[src/rtl/rf_write_arbiter.sv]
// rf_write_arbiter: owns the single write port of the register file.
// Round-robin shares it between the ALU (req0) and load (req1) write-back
// paths, and runs a clear sequence over CLR_FIRST..NUM_REGS-1 on command.
// Every register-file write control leaves this block registered.
module rf_write_arbiter #(
    parameter int unsigned          DATA_W    = 8,
    parameter int unsigned          NUM_REGS  = 16,
    parameter int unsigned          CLR_FIRST = 1,
    parameter logic [DATA_W-1:0]    CLR_VALUE = '0
) (
    input  logic                          clk,
    input  logic                          reset,
    input  logic                          clr_start,
    output logic                          clr_busy,
    output logic                          clr_done,
    input  logic                          v0,
    input  logic [$clog2(NUM_REGS)-1:0]   rd0,
    input  logic [DATA_W-1:0]             d0,
    output logic                          rdy0,
    input  logic                          v1,
    input  logic [$clog2(NUM_REGS)-1:0]   rd1,
    input  logic [DATA_W-1:0]             d1,
    output logic                          rdy1,
    output logic                          rf_n_w,
    output logic [$clog2(NUM_REGS)-1:0]   rf_rd,
    output logic [DATA_W-1:0]             rf_data
);

    localparam int unsigned AW = $clog2(NUM_REGS);
    // One extra bit so the counter can never wrap back into the index range
    localparam int unsigned CW = AW + 1;

    typedef enum logic {
        ARB,
        CLEAR
    } state_t;

    state_t              state_q, state_d;
    logic [CW-1:0]       clr_cnt_q, clr_cnt_d;
    logic                last_grant_q, last_grant_d;
    logic                rf_n_w_q, rf_n_w_d;
    logic [AW-1:0]       rf_rd_q, rf_rd_d;
    logic [DATA_W-1:0]   rf_data_q, rf_data_d;
    logic                clr_done_q, clr_done_d;
    logic                clr_last;
    logic                gnt0, gnt1;

    assign clr_last = (clr_cnt_q == CW'(NUM_REGS - 1));

    // State, counter, arbitration history and registered write port
    always_ff @(posedge clk or posedge reset) begin
        if (reset) begin
            state_q      <= ARB;
            clr_cnt_q    <= '0;
            last_grant_q <= 1'b1;
            rf_n_w_q     <= 1'b1;
            rf_rd_q      <= '0;
            rf_data_q    <= '0;
            clr_done_q   <= 1'b0;
        end else begin
            state_q      <= state_d;
            clr_cnt_q    <= clr_cnt_d;
            last_grant_q <= last_grant_d;
            rf_n_w_q     <= rf_n_w_d;
            rf_rd_q      <= rf_rd_d;
            rf_data_q    <= rf_data_d;
            clr_done_q   <= clr_done_d;
        end
    end

    // Next state: a clear request preempts arbitration; CLEAR ends on the last index
    always_comb begin
        state_d   = state_q;
        clr_cnt_d = clr_cnt_q;
        case (state_q)
            ARB: begin
                if (clr_start) begin
                    state_d   = CLEAR;
                    clr_cnt_d = CW'(CLR_FIRST);
                end
            end
            CLEAR: begin
                clr_cnt_d = clr_cnt_q + 1'b1;
                if (clr_last) begin
                    state_d = ARB;
                end
            end
            default: state_d = ARB;
        endcase
    end

    // Outputs: grants, and next values of the registered write port
    always_comb begin
        gnt0         = 1'b0;
        gnt1         = 1'b0;
        last_grant_d = last_grant_q;
        rf_n_w_d     = 1'b1;
        rf_rd_d      = rf_rd_q;
        rf_data_d    = rf_data_q;
        clr_done_d   = 1'b0;

        if (state_q == CLEAR) begin
            rf_n_w_d   = 1'b0;
            rf_rd_d    = clr_cnt_q[AW-1:0];
            rf_data_d  = CLR_VALUE;
            clr_done_d = clr_last;
        end else if (!clr_start) begin
            // Round-robin history only moves when both requesters contend
            if (v0 && v1) begin
                gnt0         = last_grant_q;
                gnt1         = !last_grant_q;
                last_grant_d = !last_grant_q;
            end else begin
                gnt0 = v0;
                gnt1 = v1;
            end

            // Writes addressed to r0 complete the handshake but are dropped
            if (gnt0 && (rd0 != '0)) begin
                rf_n_w_d  = 1'b0;
                rf_rd_d   = rd0;
                rf_data_d = d0;
            end else if (gnt1 && (rd1 != '0)) begin
                rf_n_w_d  = 1'b0;
                rf_rd_d   = rd1;
                rf_data_d = d1;
            end
        end
    end

    assign rdy0     = gnt0;
    assign rdy1     = gnt1;
    assign clr_busy = (state_q == CLEAR);
    assign clr_done = clr_done_q;
    assign rf_n_w   = rf_n_w_q;
    assign rf_rd    = rf_rd_q;
    assign rf_data  = rf_data_q;

endmodule

[config.mk]
export PLATFORM = sky130hd
export DESIGN_NAME = rf_write_arbiter
export DESIGN_NICKNAME = d
export VERILOG_FILES = /design/src/rtl/rf_write_arbiter.sv
export SDC_FILE = /design/constraint.sdc
export NUM_CORES = 1
export LEC_CHECK = 0
export CAP_MARGIN = 20
export CORE_ASPECT_RATIO = 1.75
export CORE_MARGIN = 4
export CORE_UTILIZATION = 38
export CTS_CLUSTER_DIAMETER = 120
export DETAILED_ROUTE_END_ITERATION = 8
export HOLD_SLACK_MARGIN = 0.15
export PLACE_DENSITY = 0.74
export SYNTH_ARGS = -nofsm -noshare
export SYNTH_HDL_FRONTEND = slang
export SYNTH_SLANG_ARGS = --single-unit
export TNS_END_PERCENT = 20
[constraint.sdc]
create_clock -name clk -period 1.9 [get_ports clk]
set_clock_uncertainty 0.1 [all_clocks]
set_input_delay 0.19 -clock clk [delete_from_list [all_inputs] [get_ports clk]]
set_output_delay 0.19 -clock clk [all_outputs]
set_load 0.005 [all_outputs]
# Yosys cells after proc, flatten, opt, wreduce, memory -nomap -nowiden
# Cells that the tools add are included.
[totals] reg_bits=21 latch_bits=0 ram_bits=0 mem_bits_ro=0 output_inout_bits=17 word_cells=50 mem_count=0
[classes] addsub=1 multipliers=0 div_mod_pow=0 order_cmp=0 n_eq_ne=3 n_shift=0 mux=28 bitwise_logic=2 n_reduce_logical=9
[op_table] cell="two-way mux 8 bit" count=4
[op_table] cell="two-way mux 1 bit" count=17
[op_table] cell="two-way mux 4 bit" count=4
[op_table] cell="case mux 5 bit (2 select lines)" count=1
[op_table] cell="nonzero test 4 bit" count=2
[op_table] cell="adder 5 x 1 -> 5 bit, second input constant" count=1
[op_table] cell="equality test 5 x 4 -> 1 bit, second input constant" count=1
[op_table] cell="two-way mux 5 bit" count=1
[op_table] cell="logical AND 1 bit" count=3
[op_table] cell="AND reduction 3 bit" count=1
[op_table] cell="nonzero test 3 bit" count=1
[op_table] cell="inequality test 2 x 1 -> 1 bit, second input constant" count=1
[op_table] cell="inequality test 2 bit, second input constant" count=1
[op_table] cell="NOT 1 bit" count=2
[op_table] cell="case mux 1 bit (2 select lines)" count=1
[op_table] cell="AND reduction 2 bit" count=1
[op_table] cell="zero test 1 bit" count=1

# Longest topological paths before layout
# Gate-level depths: netlist of run 1.
[logic_depth] word_depth=9 mapped_depth=5 mapped_depth_nobuf=5

# Worst setup path before layout of run 1
# Ideal clock, no wire load.
[synth_path] path_type="input to register" startpoint="input port rd0[0]" endpoint="register rf_rd_q[3] (netlist: rf_rd[3])" setup_ps=79 t_arrival_ps=1512 slack_ps=209 path_stages=5 cell_sequence="or4_4 and4b_4 nor3_4 buf_6 mux2i_1"
[synth_via] elab_chain_cells=5
[synth_lines] element="start: declaration" line="17" rtl="input logic [$clog2(NUM_REGS)-1:0] rd0,"
[synth_lines] element="nonzero test 4 bit (*)" line="119" rtl="if (gnt0 && (rd0 != '0)) begin"
[synth_lines] element="logical AND 1 bit (*)" line="119"
[synth_lines] element="two-way mux 4 bit" line="119"
[synth_lines] element="two-way mux 4 bit" line="107" rtl="end else if (!clr_start) begin"
[synth_lines] element="two-way mux 4 bit" line="102" rtl="if (state_q == CLEAR) begin"
[synth_lines] element="end signal: assignment" line="65" rtl="rf_rd_q <= rf_rd_d;"
[synth_lines] element="end: declaration" line="42" rtl="logic [AW-1:0] rf_rd_q, rf_rd_d;"
# Every way passes the cells marked *; elsewhere a longest branch is shown, timed or not. The select of a mux whose other input is x is not followed.
# A chain may end at the register's enable or synchronous reset.

# Worst setup path after layout of run 1
[layout_path] startpoint="input port clr_start" endpoint="output port rdy1"
[layout_via] elab_chain_cells=2
[layout_lines] element="start: declaration" line="13" rtl="input logic clr_start,"
[layout_lines] element="two-way mux 1 bit" line="107"
[layout_lines] element="two-way mux 1 bit" line="102"
[layout_lines] element="end: declaration" line="23" rtl="output logic rdy1,"
# Every way passes these cells.

==> results of run 1 <==
-- worst paths after layout --
path / start / to / slack, ps / cells after the start
hold / removal: reset / rf_data[1] / 150 / 3
min in group clk: rd0[2] / rf_rd[2] / 330 / 4
max in group asynchronous: reset / rf_n_w / 1280 / 3
setup reg to reg: last_grant_q / rf_data[1] / 270 / 6
setup / recovery: clr_start / rdy1 / 50 / 5
hold reg to reg: rf_data[4] / rf_data[4] / 390 / 1
-- area by class of cell --
type	instances	share of cell area, %
multi-input combinational	64	29.7
tap	27	1.92
inverter	7	1.49
timing repair buffer	59	34.4
clock buffer	4	2.56
sequential	21	30.0
-- cells by family (layout without fill, tap and decap cells) --
family	count (synthesis)	after routing
AND/OR/NAND/NOR	26	26
AO/OA/AOI/OAI	22	22
flip-flops	21	21
buffers and inverters	11	70
adder cells (fa/ha/maj)	2	2
multiplexers	13	13
XOR/XNOR	1	1
-- layer usage --
layer	global-route usage (%)	routed length (um)	up-vias	share of wire, %
met5	0	0	-	0
met4	6.47	48	0	1.7
li1	-	-	474	-
met2	27.5	1530	46	53
met1	17.9	1070	461	37
met3	3.56	225	5	7.8
-- power by group through the flow --
stage / clock network, W / registers (W) / logic [W]
4_1_cts: 0.000298 / 0.000688 / 0.000750
2_1_floorplan: 0 / 0.000694 / 0.000384
5_1_grt: 0.000319 / 0.000709 / 0.000844
3_5_place_dp: 0 / 0.000702 / 0.000716
6_report: 0.000287 / 0.000690 / 0.000759
3_3_place_gp: 0 / 0.000702 / 0.000688
-- state kept, by name, summed over array words and instances (netlist names) --
name,flops
rf_data,8
clr_done,1
rf_rd,4
clr_busy,1
rf_n_w,1
last_grant_q,1
clr_cnt_q,5
-- repair_timing --
item	in CTS	in global routing
hold buffers	0	0
pin swaps	0	2
setup buffers	1	2
setup endpoints to repair	1	3
endpoints found under the hold margin	0	0
cloned	0	1
resized for setup	2	4
-- cell usage after synthesis (all sizes together), types with 3 or more instances --
master   number
nand3         3
clkbuf        3
o2bb2ai       8
a222oi        4
nand2b        3
inv           7
nor2b         5
mux2i        13
a21oi         3
o21ai         3
dfrtp        19
nand2         3
-- metrics by stage --
step                      instance area (um2)  setup slack (ps)
after detailed placement                 1650              -214
after global routing                     1760             -28.2
after CTS                                1710              10.8
after global placement                   1650              -161
final                                    1760              48.0
after floorplan                          1090               209
-- worst max-delay path: stages --
cell             delay, ps
clkdlybuf4s50_1        500
nor2_2                 160
nand2_1                 60
a21oi_1                120
clkdlybuf4s50_1        520
==> impl_metrics.env, run 1 <==
export IMPL_yosysUniqueCellTypes=29
export IMPL_arrival_ps=1560
export IMPL_ios=46
export IMPL_ys_flop_type="dfrtp_1"
export IMPL_final_cell_mix="41 x clkdlybuf4s50_1, 19 x dfrtp_1, 13 x mux2i_1, 11 x buf_4, 8 x o2bb2ai_1"
export IMPL_drtIter0Drc=30
export IMPL_clk_latency_ps=260
export IMPL_nNetsFinal=187
export IMPL_wl_mm=2.87
export IMPL_ant_nets=0
export IMPL_max_freq_mhz=540
export IMPL_numCtsBuffers=3
export IMPL_period_share_pct=97.5
export IMPL_chipWidth_um=48.5
export IMPL_antenna_found_initial=0
export IMPL_p_sw_w=0.000543
export IMPL_h_tree_depth=1
export IMPL_place_inst=174
export IMPL_via_per_inst=5.42
export IMPL_syn_avg_cell_area_um2=11.3
export IMPL_p_leak_nw=0.790
export IMPL_period_needed_ps=1850
export IMPL_portBuffers=45
export IMPL_area_growth_pct=61.6
export IMPL_cellPowerDensity_nw_per_um2=986
export IMPL_status="complete, no violations"
export IMPL_drtPass1Iterations=5
export IMPL_synth_top_cell_area_share_pct=43.7
export IMPL_end_kind="output pin"
export IMPL_finalSetupTns_ps=0
export IMPL_vias=986
export IMPL_ff_latch_area_um2=528
export IMPL_pwr_share_seq_pct=39.7
export IMPL_yosys_warnings=0
export IMPL_synth_top_cells_by_area="dfrtp_1 44%, mux2i_1 12%, o2bb2ai_1 6.4%"
export IMPL_max_slew_margin_pct=64.4
export IMPL_rows=25
export IMPL_power_frac_clock_pct=16.6
export IMPL_setup_viol=0
export IMPL_cts_root_buf="clkbuf_8"
export IMPL_grt_pass1_wl_mm=4.80
export IMPL_clockBufferDepth=2
export IMPL_start_util_pct=40.0
export IMPL_total_power_w=0.00174
export IMPL_async_reset_ff_share_pct=100
export IMPL_syn_nets=127
export IMPL_multiInputGateArea_um2=522
export IMPL_crit_fanout=4
export IMPL_p_comb_share_pct=43.7
export IMPL_finalHoldViolCount=0
export IMPL_cts_tree="done"
export IMPL_drcViolationCount=0
export IMPL_grt_overflow_total=0
export IMPL_tightestPinTransition_ps=534
export IMPL_place_congestion=0.804
export IMPL_holdCritPathClass="input port to asynchronous set/reset pin"
export IMPL_sw_frac_of_total_pct=31.3
export IMPL_synth_xor_area_share_pct=0.805
export IMPL_dp_hpwl_mm=2.25
export IMPL_p_int_w=0.00119
export IMPL_fill_cells=236
export IMPL_synth_seq_cells=21
export IMPL_die_h_um=78.8
export IMPL_drv_cap=0
export IMPL_wl_per_cell_um=15.8
export IMPL_cp_required_ps=1610
export IMPL_core_area_um2=2720
export IMPL_grt_max_degree=24
export IMPL_rsz0062_at_grt="true"
export IMPL_muxShareOfSynthArea_pct=12.0
export IMPL_irDropWorstVdd_v=0.000536
export IMPL_cts_sinks=21
export IMPL_drive_gt1_share_pct=16.8
export IMPL_synthCells=96
export IMPL_dieArea_um2=3820
export IMPL_synth_top_cell_by_area="dfrtp_1"
export IMPL_first_global_vias=992
export IMPL_synth_compound_area_share_pct=16.6
export IMPL_synth_edff_count=0
export IMPL_yosysSeqAreaShare_pct=48.5
export IMPL_critPathLaunchType="input port"
export IMPL_synthSimpleGateAreaFrac_pct=15.4
export IMPL_synthesis_area_um2=1090
export IMPL_grt_use_total_pct=15.7
export IMPL_diodes=0
export IMPL_clkTransAtPathRegs_ps=70
export IMPL_synth_top_family_by_area="compound AO/OA/AOI/OAI gates"
export IMPL_holdWs_ps=149
export IMPL_criticalPathCategory="input port to output pin"
export IMPL_synth_fa_ha_area_share_pct=2.30
export IMPL_postLayoutCoreUtil_pct=64.6
export IMPL_drv_slew=0
export IMPL_final_common_cell="clkdlybuf4s50_1"
export IMPL_finalNonFillerCells=182
(Power assumes the default switching activity.)
==> inputs of run 2 (changes only) <==
--- a/config.mk
+++ b/config.mk
@@ -5,7 +5,6 @@
 export SDC_FILE = /design/constraint.sdc
 export NUM_CORES = 1
 export LEC_CHECK = 0
-export CAP_MARGIN = 20
 export CORE_ASPECT_RATIO = 1.75
 export CORE_MARGIN = 4
 export CORE_UTILIZATION = 38
==> results of run 2 <==
Same layout as run 1: the final DEF is identical, and so are final timing and power.
==> inputs of run 3 (changes only) <==
--- a/config.mk
+++ b/config.mk
@@ -5,7 +5,7 @@
 export SDC_FILE = /design/constraint.sdc
 export NUM_CORES = 1
 export LEC_CHECK = 0
-export CORE_ASPECT_RATIO = 1.75
+export CORE_ASPECT_RATIO = 0.75
 export CORE_MARGIN = 4
 export CORE_UTILIZATION = 38
 export CTS_CLUSTER_DIAMETER = 120
==> run 3 against run 2 <==
Largest cell class unchanged. Register-to-register slack better by 50 ps. Sequential share of layout area is 0.26 points higher. Setup slack better by 44 ps. Total power is 1.2% lower.
==> impl_metrics.env, run 3 (synthesis gave the netlist of run 1 again) <==
export IMPL_tightestPinTransition_ps=370
export IMPL_cts_root_buf="clkbuf_8"
export IMPL_drtPass1Iterations=7
export IMPL_via_per_inst=5.06
export IMPL_numCtsBuffers=3
export IMPL_grt_max_degree=24
export IMPL_multiInputGateArea_um2=522
export IMPL_finalNonFillerCells=191
export IMPL_chipWidth_um=69.8
export IMPL_finalSetupTns_ps=0
export IMPL_area_growth_pct=60.2
export IMPL_setup_viol=0
export IMPL_max_slew_margin_pct=75.2
export IMPL_place_congestion=0.783
export IMPL_clkTransAtPathRegs_ps=70
export IMPL_criticalPathCategory="input port to flip-flop"
export IMPL_clockBufferDepth=2
export IMPL_cts_sinks=21
export IMPL_end_kind="flip-flop"
export IMPL_grt_use_total_pct=15.5
export IMPL_p_comb_share_pct=42.8
export IMPL_wl_per_cell_um=14.7
export IMPL_die_h_um=54.4
export IMPL_holdCritPathClass="flip-flop to flip-flop"
export IMPL_drive_gt1_share_pct=16.8
export IMPL_p_leak_nw=0.772
export IMPL_largest_reg_flops=8
export IMPL_max_freq_mhz=553
export IMPL_nNetsFinal=187
export IMPL_place_inst=185
export IMPL_postLayoutCoreUtil_pct=65.0
export IMPL_pwr_share_seq_pct=40.4
export IMPL_irDropWorstVdd_v=0.000574
export IMPL_vias=967
export IMPL_cp_required_ps=1980
export IMPL_clk_latency_ps=260
export IMPL_portBuffers=45
export IMPL_drv_cap=0
export IMPL_sw_frac_of_total_pct=31.7
export IMPL_ff_latch_area_um2=528
export IMPL_fill_cells=231
export IMPL_grt_pass1_wl_mm=4.57
export IMPL_diodes=0
export IMPL_dp_hpwl_mm=2.24
export IMPL_ios=46
export IMPL_worst_r2r_setup_slack_ps=320
export IMPL_wl_mm=2.80
export IMPL_rsz0062_at_grt="true"
export IMPL_final_cell_mix="44 x clkdlybuf4s50_1, 19 x dfrtp_1, 13 x mux2i_1, 11 x buf_4, 8 x o2bb2ai_1"
export IMPL_crit_fanout=7
export IMPL_core_area_um2=2680
export IMPL_p_sw_w=0.000544
export IMPL_drv_slew=0
export IMPL_h_tree_depth=1
export IMPL_first_global_vias=960
export IMPL_cellPowerDensity_nw_per_um2=983
export IMPL_finalHoldViolCount=0
export IMPL_grt_overflow_total=0
export IMPL_arrival_ps=1890
export IMPL_drcViolationCount=0
export IMPL_period_share_pct=95.2
export IMPL_ant_nets=0
export IMPL_antenna_found_initial=0
export IMPL_drtIter0Drc=44
export IMPL_start_util_pct=40.6
export IMPL_final_common_cell="clkdlybuf4s50_1"
export IMPL_rows=16
export IMPL_dieArea_um2=3790
export IMPL_ff2ff_path_depth=6
export IMPL_period_needed_ps=1810
export IMPL_power_frac_clock_pct=16.8
export IMPL_p_int_w=0.00117
export IMPL_cts_tree="done"
export IMPL_whs_path_depth=1
export IMPL_status="complete, no violations"
export IMPL_critPathLaunchType="input port"
-- run 3: cell types whose count changed in the layout (fill, tap and decap cells not counted) --
cell,before,now
buf_12,2,1
buf_6,0,1
clkbuf_1,1,0
clkbuf_16,1,0
clkdlybuf4s50_1,41,44
clkinv_2,0,1
dlygate4sd2_1,1,0
dlygate4sd3_1,0,1
dlymetal6s2s_1,3,1
-- run 3: power groups by stage --
stage	sequential [W]	clock [W]	combinational, W
2_1_floorplan	0.000694	0	0.000384
3_5_place_dp	0.000703	0	0.000702
6_report	0.000692	0.000288	0.000734
5_1_grt	0.000712	0.000323	0.000816
3_3_place_gp	0.000699	0	0.000681
4_1_cts	0.000690	0.000300	0.000739
-- run 3: routing by layer --
metal	GRT usage, %	part of all wire (%)	wire, um
met3	3.49	4.5	125
met5	0	0	0
met1	19.0	44	1220
met4	4.78	0.96	27
met2	27.9	51	1430
-- run 3: final timing paths --
kind                              start    endpoint
max                              rd0[0]    rf_rd[3]
min                          rf_data[2]  rf_data[2]
max reg2reg                last_grant_q    rf_rd[3]
min reg2reg                  rf_data[2]  rf_data[2]
max in group asynchronous         reset    rf_rd[0]
min in group asynchronous         reset    clr_busy
-- run 3: layout make-up --
class,count,share of cell area [%]
clock buffer,3,2.37
clock inverter,1,0.287
inverter,7,1.51
multi-input combinational,64,29.9
sequential,21,30.3
tap,36,2.58
timing repair buffer,59,33.1
-- run 3: timing repair --
action / CTS / global route
setup buffers: 1 / 0
hold buffers: 1 / 0
endpoints found under the hold margin: 7 / 0
setup endpoints to repair: 1 / 4
pin swaps: 0 / 1
gates resized for setup: 1 / 3
-- run 3: worst max-delay path: stages --
cell and delay (ps):
clkdlybuf4s50_1 420, or4_4 560, and4b_4 220, nor3_4 140, buf_4 180, mux2i_1 170
-- run 3: stage by stage --
step	power (W)	hold slack [ps]	area, um2	setup slack (ps)
2_1_floorplan	0.00108	65.0	1090	209
3_3_place_gp	0.00138	372	1660	-154
3_5_place_dp	0.00141	378	1660	-242
4_1_cts	0.00173	398	1740	27.4
5_1_grt	0.00185	413	1740	-6.83
6_report	0.00171	396	1740	92.1
